$ cat config.mk
export PLATFORM = sky130hd
export DESIGN_NAME = hilo_mdu
export DESIGN_NICKNAME = d
export VERILOG_FILES = /design/src/rtl/hilo_mdu.sv
export SDC_FILE = /design/constraint.sdc
export NUM_CORES = 1
export LEC_CHECK = 0
export BUFFER_PORTS_ARGS = -buffer_cell sky130_fd_sc_hd__clkbuf_2
export CAP_MARGIN = 10
export CORE_ASPECT_RATIO = 1.1
export CORE_MARGIN = 1
export CORE_UTILIZATION = 41
export CTS_CLUSTER_DIAMETER = 60
export DETAILED_ROUTE_END_ITERATION = 10
export HOLD_SLACK_MARGIN = 0.08
export PLACE_DENSITY_LB_ADDON = 0.25
export SETUP_SLACK_MARGIN = 0.15
export SLEW_MARGIN = 20
export SYNTH_ARGS = -nofsm -noshare
export SYNTH_HDL_FRONTEND = slang
export SYNTH_SLANG_ARGS = --single-unit
export TNS_END_PERCENT = 20
$ cat constraint.sdc
create_clock -name clk_i -period 3.6 [get_ports clk_i]
set_clock_uncertainty 0.05 [all_clocks]
set_input_delay 0.72 -clock clk_i [delete_from_list [all_inputs] [get_ports clk_i]]
set_output_delay 0.72 -clock clk_i [all_outputs]
set_load 0.02 [all_outputs]
$ cat src/rtl/hilo_mdu.sv
// Iterative HI/LO multiply-divide unit: 32-step shift-add / restoring divide, fixed 33-cycle busy.
// Optional HILO_MDU_DIV0_FLAG_EN: divide-by-zero skips CALC, leaves HI/LO alone and pulses div0_o.
module hilo_mdu (
  input  logic        clk_i,
  input  logic        rst_n_i,
  input  logic        start_i,
  input  logic [1:0]  op_i,
  input  logic [31:0] src0_i,
  input  logic [31:0] src1_i,
  input  logic        wr_hi_i,
  input  logic        wr_lo_i,
  input  logic [31:0] wdata_i,
  output logic [31:0] hi_o,
  output logic [31:0] lo_o,
  output logic        busy_o,
  output logic        done_o
`ifdef HILO_MDU_DIV0_FLAG_EN
  ,
  output logic        div0_o
`endif
);

  typedef enum logic [1:0] {IDLE, CALC, FIX} state_t;

  state_t      state_q, state_d;
  logic [4:0]  cnt_q, cnt_d;
  logic        is_div_q, is_div_d;
  logic        s0_q, s0_d, s1_q, s1_d;
  logic [31:0] b_q, b_d;
  logic [63:0] p_q, p_d;
  logic [31:0] hi_q, hi_d, lo_q, lo_d;
  logic        done_q, done_d;
  logic        wr_res;

  logic        src0_neg, src1_neg;
  logic [31:0] mag0, mag1;
  logic [32:0] mul_sum, div_shl, div_dif;
  logic [63:0] mul_res;
  logic [31:0] quo, rem;

  // Signed ops work on magnitudes; the signs are reapplied in FIX.
  assign src0_neg = ~op_i[0] & src0_i[31];
  assign src1_neg = ~op_i[0] & src1_i[31];
  assign mag0     = src0_neg ? (~src0_i + 32'd1) : src0_i;
  assign mag1     = src1_neg ? (~src1_i + 32'd1) : src1_i;

  assign mul_sum  = {1'b0, p_q[63:32]} + (p_q[0] ? {1'b0, b_q} : 33'd0);
  assign div_shl  = {p_q[63:32], p_q[31]};
  assign div_dif  = div_shl - {1'b0, b_q};

  assign mul_res  = (s0_q ^ s1_q) ? (~p_q + 64'd1) : p_q;
  assign quo      = (s0_q ^ s1_q) ? (~p_q[31:0] + 32'd1) : p_q[31:0];
  assign rem      = s0_q ? (~p_q[63:32] + 32'd1) : p_q[63:32];

`ifdef HILO_MDU_DIV0_FLAG_EN
  logic dz_q, dz_d, div0_q, div0_d;
  assign wr_res = ~dz_q;
  assign div0_o = div0_q;
`else
  assign wr_res = 1'b1;
`endif

  always_comb begin
    state_d  = state_q;
    cnt_d    = cnt_q;
    is_div_d = is_div_q;
    s0_d     = s0_q;
    s1_d     = s1_q;
    b_d      = b_q;
    p_d      = p_q;
    hi_d     = wr_hi_i ? wdata_i : hi_q;
    lo_d     = wr_lo_i ? wdata_i : lo_q;
    done_d   = 1'b0;
`ifdef HILO_MDU_DIV0_FLAG_EN
    dz_d     = dz_q;
    div0_d   = 1'b0;
`endif
    case (state_q)
      IDLE: begin
        if (start_i) begin
          is_div_d = op_i[1];
          s0_d     = src0_neg;
          s1_d     = src1_neg;
          cnt_d    = 5'd0;
          // p holds {partial, multiplier} or {remainder, dividend/quotient}
          b_d      = op_i[1] ? mag1 : mag0;
          p_d      = {32'd0, (op_i[1] ? mag0 : mag1)};
          state_d  = CALC;
`ifdef HILO_MDU_DIV0_FLAG_EN
          dz_d     = op_i[1] && (src1_i == 32'd0);
          if (op_i[1] && (src1_i == 32'd0)) state_d = FIX;
`endif
        end
      end
      CALC: begin
        if (!is_div_q)        p_d = {mul_sum, p_q[31:1]};
        else if (div_dif[32]) p_d = {div_shl[31:0], p_q[30:0], 1'b0};
        else                  p_d = {div_dif[31:0], p_q[30:0], 1'b1};
        cnt_d = cnt_q + 5'd1;
        if (cnt_q == 5'd31) state_d = FIX;
      end
      FIX: begin
        state_d = IDLE;
        done_d  = 1'b1;
`ifdef HILO_MDU_DIV0_FLAG_EN
        div0_d  = dz_q;
`endif
        // Result write overrides a same-edge MTHI/MTLO.
        if (wr_res) begin
          hi_d = is_div_q ? rem : mul_res[63:32];
          lo_d = is_div_q ? quo : mul_res[31:0];
        end
      end
      default: state_d = IDLE;
    endcase
  end

  always_ff @(posedge clk_i or negedge rst_n_i) begin
    if (!rst_n_i) begin
      state_q  <= IDLE;
      cnt_q    <= 5'd0;
      is_div_q <= 1'b0;
      s0_q     <= 1'b0;
      s1_q     <= 1'b0;
      b_q      <= 32'd0;
      p_q      <= 64'd0;
      hi_q     <= 32'd0;
      lo_q     <= 32'd0;
      done_q   <= 1'b0;
`ifdef HILO_MDU_DIV0_FLAG_EN
      dz_q     <= 1'b0;
      div0_q   <= 1'b0;
`endif
    end else begin
      state_q  <= state_d;
      cnt_q    <= cnt_d;
      is_div_q <= is_div_d;
      s0_q     <= s0_d;
      s1_q     <= s1_d;
      b_q      <= b_d;
      p_q      <= p_d;
      hi_q     <= hi_d;
      lo_q     <= lo_d;
      done_q   <= done_d;
`ifdef HILO_MDU_DIV0_FLAG_EN
      dz_q     <= dz_d;
      div0_q   <= div0_d;
`endif
    end
  end

  assign hi_o   = hi_q;
  assign lo_o   = lo_q;
  assign busy_o = (state_q != IDLE);
  assign done_o = done_q;

endmodule

==> flow_metrics.py, run 1 <==
metrics = {
    "critical_path": {
        "cp-end-kind": "flop",
        "r2r_start": "b_q[0]$_DFFE_PN0P_",
        "critical_path.max_fanout": 12,
        "cpMostUsedCell": "a21o_1",
        "timing.rr.end": "p_q[32]$_DFFE_PN0P_",
        "reg2regPathDepth": 13,
        "cp.depth": 13,
        "cp.buffers_inverters": 2,
        "crit_required_ns": 3.89,
        "cp-endpoint": "p_q[32]$_DFFE_PN0P_",
        "max_stage_delay_ns": 0.41,
        "slowest_stage": "dfrtp_1",
        "ff2ff_setup_slack_ns": 0.24,
        "cp-start-kind": "flop",
        "criticalPathCategory": "flop to flop",
        "crit_chain": "ha_1, fa_1, nor2b_1, o31ai_1, buf_4, a21o_1, a21oi_2, a21o_1, a21o_1, a211o_4, buf_12, mux2_2, o221ai_1",
        "worstSetupStartpoint": "b_q[0]$_DFFE_PN0P_",
        "arrival_ns": 3.65,
        "cp_top_family": "compound AO/OA/AOI/OAI gates",
    },
    "pwr": {
        "swShare_pct": 51.33,
        "net-switching-power_w": 0.009521,
        "seq_power_share_pct": 18.2,
        "power_density_nw_per_um2": 1045,
        "p_clk_share_pct": 10.1,
        "vdd.ir_drop.worst_uv": 550.2,
        "p_int_w": 0.009028,
        "comb_power_share_pct": 71.8,
        "leakage_nw": 7.767,
    },
    "sta": {
        "rsz0062_at_grt": "true",
        "whs_ns": 0.1984,
        "finalCritPeriodShare_pct": 93.40,
        "hold_viol": 0,
        "fin_setup_tns_ns": 0,
        "setup_violations": 0,
        "worst_pin_slew_ns": 1.077,
        "min_period_ns": 3.363,
        "max_freq_mhz": 297.4,
        "relSlewSlack_pct": 28.21,
        "slew_violations": 0,
    },
    "die": {
        "dieArea_sq_um": 38150,
        "die_x_um": 186.3,
        "coreArea_sq_um": 36440,
        "rows": 73,
        "start_util_pct": 42.04,
        "fp.dieH_um": 204.8,
        "io_pins": 169,
    },
    "logic_synthesis": {
        "synth_edf_count": 0,
        "yosysUniqueCellTypes": 79,
        "syn_area_sq_um": 15320,
        "syn_area_per_cell_sq_um": 7.997,
        "synth_seq_cells": 171,
        "synth_area_leaders": "dfrtp_1 28%, mux2i_1 7.5%, o21ai_0 6.1%, xnor2_1 6.1%, ha_1 5.7%",
        "yosysSeqAreaShare_pct": 27.93,
        "synth-async-reset-ratio_pct": 100.0,
        "syn_inst": 1916,
        "ys.warnings.count": 0,
        "yosysTopAreaCell": "dfrtp_1",
        "synth_nets": 2091,
        "synth_top_area_share_pct": 27.93,
        "synthFlopType": "dfrtp_1",
    },
    "final_layout": {
        "syn2layout_area_growth_pct": 15.87,
        "antenna_cells": 0,
        "fin_nets": 2254,
        "num-fill-cells": 3588,
        "fin_util_pct": 48.71,
        "drive_gt1_share_pct": 16.87,
    },
    "placement": {
        "place_congestion": 0.9686,
        "port_buffers": 168,
        "dp_hpwl_um": 42670,
    },
    "drt": {
        "vias_per_cell": 5.887,
        "vias": 15182,
        "drc": 0,
        "firstDrtPassIters": 5,
        "drt_iter0_drc": 1254,
        "totalWireLength_um": 53730,
        "ant_nets": 0,
        "wl_per_cell_um": 20.83,
    },
    "global_routing": {
        "grt_pass1_wl_um": 83340,
        "grt_overflow": 0,
        "grt_pass1_vias": 14495,
        "grt_max_degree": 96,
        "antenna_found_initial": 0,
        "grt.total_usage_pct": 28.14,
    },
    "worst_hold_path": {
        "hp-class": "input port to async pin",
    },
    "clock_network": {
        "clockRootBuffer": "clkbuf_16",
        "cts_made_buffers": 17,
        "clock_latency_ns": 0.45,
        "cts_sinks": 171,
        "clk_pin_slew_ns": 0.08,
        "clock_path_buffers": 2,
        "cts_tree": "done",
        "htree_levels": 4,
    },
    "run": {
        "maxCapViolations": 0,
    },
    "status": {
        "status": "finished clean",
    },
}
-- layout by cell type, fill, tap and decap left out, types with 34 or more instances in the layout --
cell type  instances
dfrtp_1          170
a211oi_1          53
clkbuf_2         165
o211ai_1          40
xnor2_1          106
a21o_1            34
nor3_1            35
xor2_1            63
nand2_1          194
o21ai_0          187
inv_1             59
nor2_1           154
ha_1              69
buf_4             97
mux2i_1          115
a21oi_1          146
-- what timing repair did --
item / CTS / global route
buffers inserted: 0 / 2
hold endpoints to repair: 0 / 0
gates resized for setup: 2 / 21
endpoints found under the setup margin: 3 / 23
hold buffers: 0 / 0
cloned: 0 / 1
pin swaps: 0 / 4
-- metal layers --
layer	GRT usage (%)	part of all wire, %	vias to the layer above
met5	0	0	-
met1	38.37	46	7222
li1	-	-	7276
met4	9.534	2.9	0
met2	45.42	44	609
met3	4.180	7.1	75
-- flip-flops by register name (all words and copies together), names as in the netlist --
register  count
b_q          32
p_q          64
s1_q          1
is_div_q      1
hi_o         32
s0_q          1
cnt_q         5
done_o        1
state_q       2
lo_o         32
-- layout make-up --
| cell class | instances | area [sq um] | share of cell area (%) |
|---|---|---|---|
| repair buffers | 270 | 1680 | 9.465 |
| multi-input cells | 1557 | 10370 | 58.43 |
| inverters | 62 | 234.0 | 1.318 |
| clock inverters | 13 | 133.9 | 0.7541 |
| clock buffers | 19 | 442.9 | 2.495 |
| flip-flops and latches | 171 | 4280 | 24.11 |
| well taps | 487 | 609.3 | 3.432 |
-- metrics by stage --
step | std cells | worst slack, ns | area [sq um] | power (W)
after floorplan | 1916 | 0.3068 | 15320 | 0.01208
after global placement | 2544 | 0.08866 | 17030 | 0.01594
after detailed placement | 2544 | 0.02776 | 17030 | 0.01603
after CTS | 2576 | 0.1168 | 17610 | 0.01795
after global routing | 2579 | 0.1042 | 17750 | 0.01987
final | 2579 | 0.2374 | 17750 | 0.01855
-- cell usage after synthesis, drive strengths merged (7+ instances only) --
library cell / count
o21bai: 9
buf: 22
o31ai: 25
or4: 12
a211oi: 56
a21o: 34
and2: 11
nor4: 15
nor2b: 26
nand2: 195
dfrtp: 171
mux2i: 115
a31oi: 16
a21oi: 148
o211ai: 40
nand2b: 19
nor3: 35
o21a: 21
ha: 70
a22oi: 24
nand3: 24
xor2: 63
or2: 13
xnor2: 106
inv: 62
and3: 12
o21ai: 192
nand4: 15
clkbuf: 103
a221oi: 8
or3: 18
o41ai: 11
nor2: 155
a32oi: 7
-- cell families (layout without fill, tap and decap cells) --
family	after synthesis	count (layout)	synth area share, %
buffers and inverters	188	364	5.194
and+or+nand+nor	563	563	17.25
muxes	118	118	7.733
xor gates and xnor gates	169	169	9.660
adders and majority gates	72	72	5.977
AOI/OAI and AO/OA	635	635	26.25
DFF	171	171	27.93
-- worst min-delay path by stage --
stage	startpoint	endpoint	slack, ns	cells past startpoint
5_1_grt	rst_n_i	lo_o[3]$_DFFE_PN0P_	0.24	1
3_3_place_gp	b_q[11]$_DFFE_PN0P_	b_q[11]$_DFFE_PN0P_	0.42	2
6_report	rst_n_i	lo_o[3]$_DFFE_PN0P_	0.20	1
3_5_place_dp	cnt_q[3]$_DFFE_PN0P_	cnt_q[3]$_DFFE_PN0P_	0.42	1
2_1_floorplan	rst_n_i	b_q[0]$_DFFE_PN0P_	0.37	0
4_1_cts	rst_n_i	lo_o[3]$_DFFE_PN0P_	0.22	1
-- power groups by stage --
| stage | Sequential (W) | Clock, W | Combinational (W) |
|---|---|---|---|
| after floorplan | 0.00329 | 0 | 0.00879 |
| after global placement | 0.00335 | 0 | 0.0126 |
| after detailed placement | 0.00336 | 0 | 0.0127 |
| after CTS | 0.00333 | 0.00189 | 0.0127 |
| after global routing | 0.00344 | 0.00196 | 0.0145 |
| final | 0.00337 | 0.00187 | 0.0133 |
No activity file was read; power rests on OpenSTA's default activity.
==> inputs of run 2 (changes only) <==
--- a/config.mk
+++ b/config.mk
@@ -7,9 +7,11 @@
 export LEC_CHECK = 0
 export BUFFER_PORTS_ARGS = -buffer_cell sky130_fd_sc_hd__clkbuf_2
 export CAP_MARGIN = 10
+export CELL_PAD_IN_SITES_DETAIL_PLACEMENT = 1
+export CELL_PAD_IN_SITES_GLOBAL_PLACEMENT = 2
 export CORE_ASPECT_RATIO = 1.1
 export CORE_MARGIN = 1
-export CORE_UTILIZATION = 41
+export CORE_UTILIZATION = 36
 export CTS_CLUSTER_DIAMETER = 60
 export DETAILED_ROUTE_END_ITERATION = 10
 export HOLD_SLACK_MARGIN = 0.08
==> run 2 against run 1 <==
  * Final cell count is 4.3% higher
  * Largest cell class unchanged
  * Maximum frequency shrank 1.8%
  * Critical endpoint is now p_q[58]$_DFFE_PN0P_
  * First-iteration DRC count fell by 23%
  * Non-clock buffer count is 38 higher
  * Cell area is 2.9% higher
  * Register-to-register slack worse by 0.06 ns
==> flow_metrics.py, run 2 (synthesized netlist as in run 1, its figures left out) <==
metrics = {
    "pwr": {
        "power_density_nw_per_um2": 1062,
        "p_int_w": 0.009362,
        "vdd.ir_drop.worst_uv": 448.5,
        "p_clk_share_pct": 9.7,
        "leakage_nw": 7.943,
        "comb_power_share_pct": 72.8,
        "seq_power_share_pct": 17.5,
        "net-switching-power_w": 0.01002,
        "swShare_pct": 51.70,
        "p_total_w": 0.01938,
    },
    "global_routing": {
        "antenna_found_initial": 0,
        "grt_max_degree": 125,
        "grt_pass1_wl_um": 94070,
        "grt_overflow": 0,
        "grt.total_usage_pct": 28.63,
        "grt_pass1_vias": 15524,
    },
    "critical_path": {
        "cp-start-kind": "flop",
        "critical_path.max_fanout": 5,
        "ff2ff_setup_slack_ns": 0.17,
        "r2r_start": "b_q[0]$_DFFE_PN0P_",
        "arrival_ns": 3.75,
        "worstSetupStartpoint": "b_q[0]$_DFFE_PN0P_",
        "crit_required_ns": 3.92,
        "criticalPathCategory": "flop to flop",
        "cp-end-kind": "flop",
    },
    "clock_network": {
        "cts_sinks": 171,
        "clock_path_buffers": 2,
        "cts_tree": "done",
        "clock_latency_ns": 0.47,
        "clk_pin_slew_ns": 0.08,
        "clockRootBuffer": "clkbuf_16",
        "htree_levels": 4,
        "cts_made_buffers": 17,
    },
    "placement": {
        "port_buffers": 168,
        "dp.cells": 2639,
        "place_congestion": 0.9201,
        "dp_hpwl_um": 49910,
        "preCtsSetupSlack_ns": -0.06080,
    },
    "worst_hold_path": {
        "hp-class": "input port to async pin",
    },
    "final_layout": {
        "stdcell_count": 2690,
        "drive_gt1_share_pct": 19.48,
        "fin_nets": 2292,
        "top_register": "p_q",
        "syn2layout_area_growth_pct": 19.17,
        "most-common-layout-cells": "194 x nand2_1, 182 x o21ai_0, 169 x dfrtp_1",
        "fin_util_pct": 43.92,
        "final_common_cell": "nand2_1",
        "largest_reg_flops": 64,
        "antenna_cells": 0,
    },
    "die": {
        "die_x_um": 198.7,
        "start_util_pct": 36.85,
        "fp.dieH_um": 218.4,
        "dieArea_sq_um": 43390,
        "rows": 78,
        "io_pins": 169,
        "coreArea_sq_um": 41570,
    },
    "sta": {
        "worst_slack_ns": 0.1742,
        "slew_violations": 0,
        "setup_violations": 0,
        "finalCritPeriodShare_pct": 95.16,
        "worst_pin_slew_ns": 1.138,
        "rsz0062_at_grt": "true",
        "hold_viol": 0,
        "fin_setup_tns_ns": 0,
        "min_period_ns": 3.426,
        "relSlewSlack_pct": 23.17,
        "max_freq_mhz": 291.9,
    },
    "drt": {
        "vias_per_cell": 5.767,
        "vias": 15513,
        "ant_nets": 0,
        "drt_iter0_drc": 967,
        "firstDrtPassIters": 5,
        "drc": 0,
        "wl_per_cell_um": 23.08,
        "totalWireLength_um": 62080,
    },
    "run": {
        "maxCapViolations": 0,
    },
    "status": {
        "status": "finished clean",
    },
}
==> run 2: cell count changes in the layout (fill, tap and decap cells not counted), moves of 5 or more <==
| cell | previous run | this run |
|---|---|---|
| ha_4 | 0 | 5 |
| ha_1 | 69 | 61 |
| buf_4 | 97 | 133 |
| nor2_1 | 154 | 149 |
| o21ai_0 | 187 | 182 |
| o21ai_1 | 3 | 8 |
==> run 2: metal layers <==
metal / share of wire [%] / up-vias / global-route usage, %
li1: - / 7341 / -
met1: 47 / 7685 / 39.49
met4: 2.9 / 0 / 9.744
met2: 45 / 416 / 45.57
met5: 0 / - / 0
met3: 4.9 / 71 / 3.981
==> run 2: per-stage QoR <==
| stage | cell area [sq um] | hold slack (ns) |
|---|---|---|
| after detailed placement | 17260 | 0.4238 |
| final | 18260 | 0.1975 |
| after floorplan | 15320 | 0.3744 |
| after CTS | 17880 | 0.2338 |
| after global routing | 18260 | 0.2468 |
| after global placement | 17260 | 0.4192 |
==> run 2: cell type report <==
type                       instances  area (sq um)
multi-input combinational       1557         10510
fill                            5063         23310
timing repair buffer             308          1954
sequential                       171          4282
clock inverter                    13         130.1
tap                              560         700.7
inverter                          62         237.7
clock buffer                      19         442.9
==> run 2: final timing paths <==
path,end,depth (start not counted)
min in group clk_i,b_q[22]$_DFFE_PN0P_,2
worst min register to register,b_q[22]$_DFFE_PN0P_,2
worst max-delay path,p_q[58]$_DFFE_PN0P_,14
worst min-delay path,hi_o[12]$_DFFE_PN0P_,1
max in group asynchronous,b_q[3]$_DFFE_PN0P_,2
worst max register to register,p_q[58]$_DFFE_PN0P_,14
==> run 2: power by group through the flow <==
stage / clock network, W / registers (W) / logic (W)
after floorplan: 0 / 0.00329 / 0.00879
after global placement: 0 / 0.00336 / 0.0130
after detailed placement: 0 / 0.00340 / 0.0132
after CTS: 0.00191 / 0.00337 / 0.0134
after global routing: 0.00198 / 0.00347 / 0.0153
final: 0.00187 / 0.00339 / 0.0141
==> run 2: what timing repair did <==
item	in CTS	in global routing
setup endpoints to repair	14	35
gates cloned	0	1
hold buffers	0	0
pin swaps	3	20
resized for setup	8	55
buffers inserted	2	16
==> run 2: critical path, cell delays in order (launching register included) <==
cell and delay [ns]:
dfrtp_1 0.40, buf_4 0.14, ha_1 0.22, fa_1 0.42
nor2b_2 0.19, o31ai_2 0.11, a21o_1 0.21, a21oi_2 0.17
buf_4 0.16, a21oi_1 0.11, a2111oi_2 0.37, buf_4 0.18
o31a_1 0.16, o21ai_0 0.16, a211oi_1 0.25
==> inputs of run 3 (changes only) <==
--- a/config.mk
+++ b/config.mk
@@ -5,14 +5,14 @@
 export SDC_FILE = /design/constraint.sdc
 export NUM_CORES = 1
 export LEC_CHECK = 0
+export ABC_AREA = 1
 export BUFFER_PORTS_ARGS = -buffer_cell sky130_fd_sc_hd__clkbuf_2
 export CAP_MARGIN = 10
 export CELL_PAD_IN_SITES_DETAIL_PLACEMENT = 1
 export CELL_PAD_IN_SITES_GLOBAL_PLACEMENT = 2
 export CORE_ASPECT_RATIO = 1.1
 export CORE_MARGIN = 1
-export CORE_UTILIZATION = 36
-export CTS_CLUSTER_DIAMETER = 60
+export CORE_UTILIZATION = 32
 export DETAILED_ROUTE_END_ITERATION = 10
 export HOLD_SLACK_MARGIN = 0.08
 export PLACE_DENSITY_LB_ADDON = 0.25
==> run 3 against run 2 <==
  * Register-to-register slack improved by 0.48 ns
  * Hold slack got worse by 0.023 ns
  * Worst setup slack improved by 0.48 ns
  * Highest routed layer is now met5
  * Critical path depth rose by 3
  * Routed wire length rose by 46%
  * First-iteration DRC count rose by 39%
  * Sequential cell count did not move
  * Die area rose by 34%
  * Total power rose by 15%
  * Critical path type unchanged
==> flow_metrics.py, run 3 <==
metrics = {
    "status": {
        "status": "finished clean",
    },
    "drt": {
        "ant_nets": 0,
        "wl_per_cell_um": 22.61,
        "drc": 0,
        "drt_iter0_drc": 1346,
        "totalWireLength_um": 90680,
        "vias_per_cell": 5.301,
        "vias": 21257,
        "firstDrtPassIters": 6,
    },
    "logic_synthesis": {
        "syn_inst": 3111,
        "synth_area_leaders": "dfrtp_1 23%, nand2_1 21%, nand3_1 9.3%, inv_1 8.9%, nor2_1 5.7%",
        "synth_edf_count": 0,
        "yosys-top-cells-count": "1,000 x nand2_1, 436 x inv_1, 339 x nand3_1",
        "synth_seq_cells": 171,
        "synthFlopType": "dfrtp_1",
        "ys.warnings.count": 0,
        "syn_area_sq_um": 18310,
        "synth_nets": 3286,
        "yosysUniqueCellTypes": 58,
        "syn_area_per_cell_sq_um": 5.884,
        "synth_top_area_share_pct": 23.38,
        "yosysSeqAreaShare_pct": 23.38,
        "synth_most_common_cell": "nand2_1",
        "synth-async-reset-ratio_pct": 100.0,
        "yosysTopAreaCell": "dfrtp_1",
    },
    "clock_network": {
        "cts_made_buffers": 17,
        "cts_sinks": 171,
        "cts_tree": "done",
        "cts_resized": 0,
        "postCtsHoldBufs": 0,
        "clockRootBuffer": "clkbuf_16",
        "clock_path_buffers": 2,
        "clock_latency_ns": 0.51,
        "htree_levels": 4,
        "post_cts_buffers": 0,
        "clk_pin_slew_ns": 0.08,
    },
    "final_layout": {
        "most-common-layout-cells": "999 x nand2_1, 436 x inv_1, 339 x nand3_1",
        "stdcell_count": 4010,
        "fin_nets": 3428,
        "antenna_cells": 0,
        "top_register": "p_q",
        "drive_gt1_share_pct": 10.56,
        "largest_reg_flops": 64,
        "syn2layout_area_growth_pct": 13.25,
        "final_common_cell": "nand2_1",
    },
    "global_routing": {
        "grt_overflow": 0,
        "grt.total_usage_pct": 31.25,
        "grt_pass1_vias": 21930,
        "antenna_found_initial": 3,
        "grt_pass1_wl_um": 136300,
        "grt_max_degree": 71,
    },
    "critical_path": {
        "crit_required_ns": 3.95,
        "crit_chain": "buf_4, nand2_1, inv_1, ha_1, nand2_1, nor2_1, inv_1, nor2_1, nand2_1, nand3_1, nand2_1, nand3_1, nand2_1, nor2_1, nor2_1, nand2_1, nand2_1",
        "timing.rr.end": "p_q[59]$_DFFE_PN0P_",
        "reg2regPathDepth": 17,
        "ff2ff_setup_slack_ns": 0.66,
        "cp-endpoint": "p_q[59]$_DFFE_PN0P_",
        "cp.buffers_inverters": 3,
        "cp-end-kind": "flop",
        "slowest_stage": "dfrtp_1",
        "cp_top_family": "simple AND/OR/NAND/NOR gates",
        "arrival_ns": 3.29,
        "worstSetupStartpoint": "p_q[0]$_DFFE_PN0P_",
        "max_stage_delay_ns": 0.40,
        "cp-start-kind": "flop",
        "cpMostUsedCell": "nand2_1",
        "cp.depth": 17,
        "criticalPathCategory": "flop to flop",
        "r2r_start": "p_q[0]$_DFFE_PN0P_",
        "critical_path.max_fanout": 23,
    },
    "worst_hold_path": {
        "hp-class": "input port to async pin",
    },
    "die": {
        "rows": 91,
        "io_pins": 169,
        "dieArea_sq_um": 58170,
        "fp.dieH_um": 252.9,
        "start_util_pct": 32.55,
        "die_x_um": 230.1,
        "coreArea_sq_um": 56250,
    },
    "sta": {
        "min_period_ns": 2.945,
        "setup_violations": 0,
        "hold_viol": 0,
        "finalCritPeriodShare_pct": 81.80,
        "max_freq_mhz": 339.6,
        "rsz0062_at_grt": "false",
        "worst_slack_ns": 0.6550,
        "fin_setup_tns_ns": 0,
        "worst_pin_slew_ns": 0.9249,
        "slew_violations": 0,
        "relSlewSlack_pct": 38.27,
    },
    "pwr": {
        "power_density_nw_per_um2": 1072,
        "swShare_pct": 60.87,
        "leakage_nw": 10.68,
        "p_int_w": 0.008701,
        "seq_power_share_pct": 15.7,
        "comb_power_share_pct": 75.1,
        "p_clk_share_pct": 9.2,
        "vdd.ir_drop.worst_uv": 502.0,
        "net-switching-power_w": 0.01353,
    },
    "placement": {
        "place_congestion": 0.9433,
        "port_buffers": 168,
        "dp.cells": 3978,
        "dp_hpwl_um": 75340,
        "preCtsSetupSlack_ns": 0.6198,
    },
    "run": {
        "maxCapViolations": 0,
    },
}
-- run 3: through the flow --
stage | total power (W) | hold WS, ns | cell area [sq um] | utilization (%)
floorplan | 0.01444 | 0.3744 | 18310 | -
global placement | 0.01975 | 0.4274 | 20090 | 35.73
detailed placement | 0.02004 | 0.4299 | 20090 | 35.73
CTS | 0.02219 | 0.1826 | 20730 | 36.86
global route | 0.02414 | 0.2134 | 20730 | 36.86
finish | 0.02223 | 0.1744 | 20730 | 36.86
-- run 3: per-layer routing --
metal	vias to the layer above	global-route usage, %	wire length [um]
li1	10313	-	-
met1	10346	39.25	40080
met2	459	53.64	43450
met3	137	3.288	2980
met4	2	14.29	4152
met5	-	0	17
-- run 3: worst reg2reg max path, stage by stage (launching register included) --
cell	delay [ns]
dfrtp_1	0.40
buf_4	0.24
nand2_1	0.24
inv_1	0.08
ha_1	0.36
nand2_1	0.12
nor2_1	0.15
inv_1	0.09
nor2_1	0.14
nand2_1	0.08
nand3_1	0.23
nand2_1	0.16
nand3_1	0.12
nand2_1	0.05
nor2_1	0.11
nor2_1	0.07
nand2_1	0.11
nand2_1	0.05
-- run 3: worst min path at each step --
| stage | startpoint | to | cells after the start |
|---|---|---|---|
| 2_1_floorplan | rst_n_i | b_q[0]$_DFFE_PN0P_ | 0 |
| 3_3_place_gp | lo_o[23]$_DFFE_PN0P_ | lo_o[23]$_DFFE_PN0P_ | 2 |
| 3_5_place_dp | lo_o[10]$_DFFE_PN0P_ | lo_o[10]$_DFFE_PN0P_ | 2 |
| 4_1_cts | rst_n_i | done_o$_DFF_PN0_ | 1 |
| 5_1_grt | rst_n_i | hi_o[22]$_DFFE_PN0P_ | 1 |
| 6_report | rst_n_i | hi_o[23]$_DFFE_PN0P_ | 1 |
-- run 3: logic make-up (layout without fill, tap and decap cells) --
group                      Yosys count  after routing  synth area share (%)
AOI/OAI and AO/OA                  500            500                 16.17
DFF                                171            171                 23.38
buffers and inverters              553            708                 11.91
and+or+nand+nor                   1756           1756                 40.72
xor gates and xnor gates            59             59                 2.823
adders and majority gates           72             72                 5.003
-- run 3: power by group through the flow --
stage                     Clock, W  Sequential (W)  Combinational (W)
final                      0.00205         0.00349             0.0167
after floorplan                  0         0.00335             0.0111
after global placement           0         0.00349             0.0163
after CTS                  0.00209         0.00348             0.0166
after detailed placement         0         0.00352             0.0165
after global routing       0.00215         0.00356             0.0184
-- run 3: area by class of cell --
class                   instances  area [sq um]
clock inverters                15         211.5
multi-input cells            2387         11870
fillers                      7660         35520
well taps                     744         930.9
clock buffers                  17         425.4
inverters                     449          1685
repair buffers                227          1328
flip-flops and latches        171          4280
